### src/rtl/aib_tg_pkg.sv
// Shared types and word-building helpers for the AIB MAC traffic generator/checker.
package aib_tg_pkg;

  // Galois right-shift taps for x^32 + x^22 + x^2 + x + 1
  localparam logic [31:0] LFSR_POLY = 32'h8020_0003;
  localparam logic [31:0] LFSR_RST  = 32'h0000_0001;

  // Upper bound on DWIDTH; helpers return this width and callers truncate.
  localparam int MAX_W = 640;

  typedef enum logic [1:0] {G_IDLE, G_RUN, G_DONE} gen_state_t;
  typedef enum logic [1:0] {C_IDLE, C_HUNT, C_LOCK} chk_state_t;

  function automatic logic [31:0] next_lfsr(input logic [31:0] s);
    return {1'b0, s[31:1]} ^ (s[0] ? LFSR_POLY : 32'h0);
  endfunction

  // Marker positions: bit 40k+39 of every 40-bit lane. The top lane's
  // marker (bit dw-1) is the one forced high by build_word.
  function automatic logic [MAX_W-1:0] marker_mask(input int dw, input bit wm);
    logic [MAX_W-1:0] m;
    m = '0;
    for (int i = 0; i < MAX_W; i++)
      if (wm && (i < dw) && ((i % 40) == 39)) m[i] = 1'b1;
    return m;
  endfunction

  // LFSR state replicated across the word, then markers stamped in.
  function automatic logic [MAX_W-1:0] build_word(input logic [31:0] s, input int dw,
                                                  input bit wm);
    logic [MAX_W-1:0] w;
    logic [MAX_W-1:0] m;
    w = '0;
    for (int i = 0; i < MAX_W; i++)
      if (i < dw) w[i] = s[i[4:0]];
    m = marker_mask(dw, wm);
    w = w & ~m;
    if (wm) w[dw-1] = 1'b1;
    return w;
  endfunction

endpackage

### src/rtl/aib_tg_lfsr.sv
// 32-bit Galois LFSR with synchronous load and single-step advance.
module aib_tg_lfsr
  import aib_tg_pkg::*;
(
  input  logic        clk,
  input  logic        rst,
  input  logic        load,
  input  logic        adv,
  input  logic [31:0] seed,
  output logic [31:0] state
);

  // Load beats advance so a restart always begins at the new seed.
  always_ff @(posedge clk) begin
    if (rst)       state <= LFSR_RST;
    else if (load) state <= seed;
    else if (adv)  state <= next_lfsr(state);
  end

endmodule

### config.mk
export PLATFORM = sky130hd
export DESIGN_NAME = aib_tg_lfsr
export DESIGN_NICKNAME = d
export VERILOG_FILES = /design/src/rtl/aib_tg_pkg.sv /design/src/rtl/aib_tg_lfsr.sv
export SDC_FILE = /design/constraint.sdc
export NUM_CORES = 1
export LEC_CHECK = 0
export BUFFER_PORTS_ARGS = -buffer_cell sky130_fd_sc_hd__buf_2
export CORE_MARGIN = 4
export CORE_UTILIZATION = 43
export CTS_CLUSTER_SIZE = 30
export DETAILED_ROUTE_END_ITERATION = 7
export MAX_ROUTING_LAYER = met4
export PLACE_DENSITY = 0.8
export SYNTH_ARGS = -nofsm -noshare
export SYNTH_HDL_FRONTEND = slang
export SYNTH_SLANG_ARGS = --single-unit
### constraint.sdc
create_clock -name clk -period 1.1 [get_ports clk]
set_input_delay 0.22 -clock clk [delete_from_list [all_inputs] [get_ports clk]]
set_output_delay 0.22 -clock clk [all_outputs]
set_load 0.01 [all_outputs]
==> results.yml <==
logic_synthesis:
  synth_top_area_share_pct: 38.2
  ys_types: 18
  async_reset_ff_share_pct: 0
  synth_common_cells: "dfxtp_1 (32), mux2i_1 (29), nor2_1 (29)"
  yosys.area.top_type: "dfxtp_1"
  synth_enable_flop_cells: 0
  synth-seq-cells: 32
  syn_nets: 180
  synth_area_sq_um: 1680
  ys.flop_type: "dfxtp_1"
  syn_inst: 144
  ys_warn_count: 0
  yosys-top-cells-area: "dfxtp_1 (38%), mux2_4 (23%), mux2i_1 (17%)"
  syn_area_per_cell_sq_um: 11.6
  yosysSeqAreaShare_pct: 38.2
  synth_most_common_cell: "dfxtp_1"
setup_path:
  cp.arrival_ns: 0.85
  crit_chain: "buf_6, buf_6"
  end_kind: "output port"
  critical_path_class: "flip-flop to output port"
  start_kind: "flip-flop"
  reg2regPathDepth: 4
  required_ns: 0.88
  slowest_delay_ns: 0.36
  cpMaxStageDelayCell: "dfxtp_4"
  cp_max_fo: 4
  cpMostUsedCell: "buf_6"
route:
  drt-pass1-iter-count: 4
  drt_wl_total_mm: 3.55
  wire_per_inst_microns: 13.2
  num_vias: 1291
  drc: 0
  ant_nets: 0
  drtIter0Drc: 25
  viasPerCell: 4.82
die:
  die_y_microns: 70.4
  start_util_pct: 45.1
  core_sq_um: 3720
  die_w_microns: 70.4
  die_area_sq_um: 4960
  num_rows: 22
  num_io_pins: 68
timing:
  drv_slew: 0
  min_period_ns: 1.07
  fin_tns_setup_ns: 0
  worst_pin_slew_ns: 0.154
  max_freq_mhz: 930
  hold_viol: 0
  rsz0062_at_grt: "true"
  skew_ns: 0.00315
  slew_headroom_pct: 89.4
  period_share_pct: 97.7
  fin_hold_ws_ns: 0.179
  finalSetupViolCount: 0
global_routing:
  grt_start_max_net_pins: 17
  antenna_found_initial: 0
  grt_usage_pct: 14.7
  grt_pass1_vias: 1289
  grt_pass1_wl_mm: 5.75
  grt_overflow: 0
finish:
  drive_gt1_share_pct: 55.0
  n_antenna_cell: 0
  syn_to_final_growth_pct: 32.0
  nNetsFinal: 256
  largest_reg_flops: 32
  regMostFlops: "state"
  reg_top3: "state: 32 flops"
  post-route-util_pct: 59.5
clock_tree:
  clkTransAtPathRegs_ns: 0.06
  cts_root_buffer: "clkbuf_8"
  tritoncts: "yes"
  cts_buffer_depth: 2
  htree_levels: 2
  clock_latency_ns: 0.27
  cts_made_buffers: 5
  hold_buffers: 0
  clkSinkCount: 32
place:
  dp_hpwl_mm: 2.78
  io_buffers: 67
  gp_congestion: 0.726
power:
  p_per_area_nw_per_um2: 1230
  ir_drop_uv: 765
  p_leak_nw: 1.18
run_status:
  status: "finished clean"
worst_hold_path:
  worst_hold_path_type: "input port to flip-flop"
  worstHoldPathCells: 3
run:
  drv_cap: 0
-- what timing repair did --
| action | in CTS | in global routing |
|---|---|---|
| hold endpoints to repair | 0 | 0 |
| buffers inserted | 1 | 0 |
| setup endpoints to repair | 1 | 1 |
| resized for setup | 4 | 2 |
| pin swaps | 0 | 2 |
-- stage by stage --
| stage | instances | cell area, sq um | power (mW) | setup slack, ns |
|---|---|---|---|---|
| 2_1_floorplan | 144 | 1680 | 1.71 | 0.0416 |
| 3_3_place_gp | 260 | 2100 | 1.91 | -0.0986 |
| 3_5_place_dp | 260 | 2100 | 1.92 | -0.125 |
| 4_1_cts | 268 | 2200 | 2.76 | 0.00173 |
| 5_1_grt | 268 | 2210 | 2.87 | -0.00259 |
| 6_report | 268 | 2210 | 2.72 | 0.0251 |
-- layout make-up --
type	count	area, sq um
sequential	32	644
clock inverter	1	5.00
timing repair buffer	80	497
fill	307	1510
multi-input combinational	101	932
tap	48	60.1
clock buffer	6	72.6
-- power by group --
| part | switching, mW | leakage (nW) | internal (mW) |
|---|---|---|---|
| registers | 0.0612 | 0.265 | 1.24 |
| clock network | 0.384 | 0.0410 | 0.429 |
| logic | 0.250 | 0.873 | 0.359 |
-- worst max-delay path: cells and delay by family (launching register included) --
family	cells	cell delay, ns
flops	1	0.36
buf+inv	2	0.23
-- path summary, 6_finish.rpt --
check | start | endpoint | slack (ns)
setup reg to reg | state[0]$_SDFFE_PP1P_ | state[21]$_SDFFE_PP0P_ | 0.07
hold / removal | seed[26] | state[26]$_SDFFE_PP0P_ | 0.18
setup / recovery | state[0]$_SDFFE_PP1P_ | state[0] | 0.03
hold reg to reg | state[21]$_SDFFE_PP0P_ | state[21]$_SDFFE_PP0P_ | 0.63
-- cells by family after synthesis --
kind of cell    after synthesis  synth area share, %
mux                          58                 42.6
simple gates                 36                 8.74
flops                        32                 38.2
buf+inv                      11                 6.57
compound gates                5                 2.76
xor+xnor                      2                 1.05
-- layer usage --
metal,track usage (%),vias to the layer above,share of wire (%)
li1,-,648,-
met1,16.1,594,42
met2,25.8,44,51
met3,3.31,5,5.8
met4,5.74,0,1.6
met5,-,-,0
-- cell usage in the layout (no fill, tap or decap), types with 2 or more instances in the layout --
cell type / count
buf_2: 66
dfxtp_1: 31
mux2i_1: 29
nor2_1: 29
mux2_4: 26
buf_4: 7
clkbuf_8: 5
buf_12: 4
nand2_1: 3
mux2_2: 3
buf_6: 3
nor2_2: 2
a211o_1: 2
a21oi_2: 2
No activity file was read; power rests on OpenSTA's default activity.
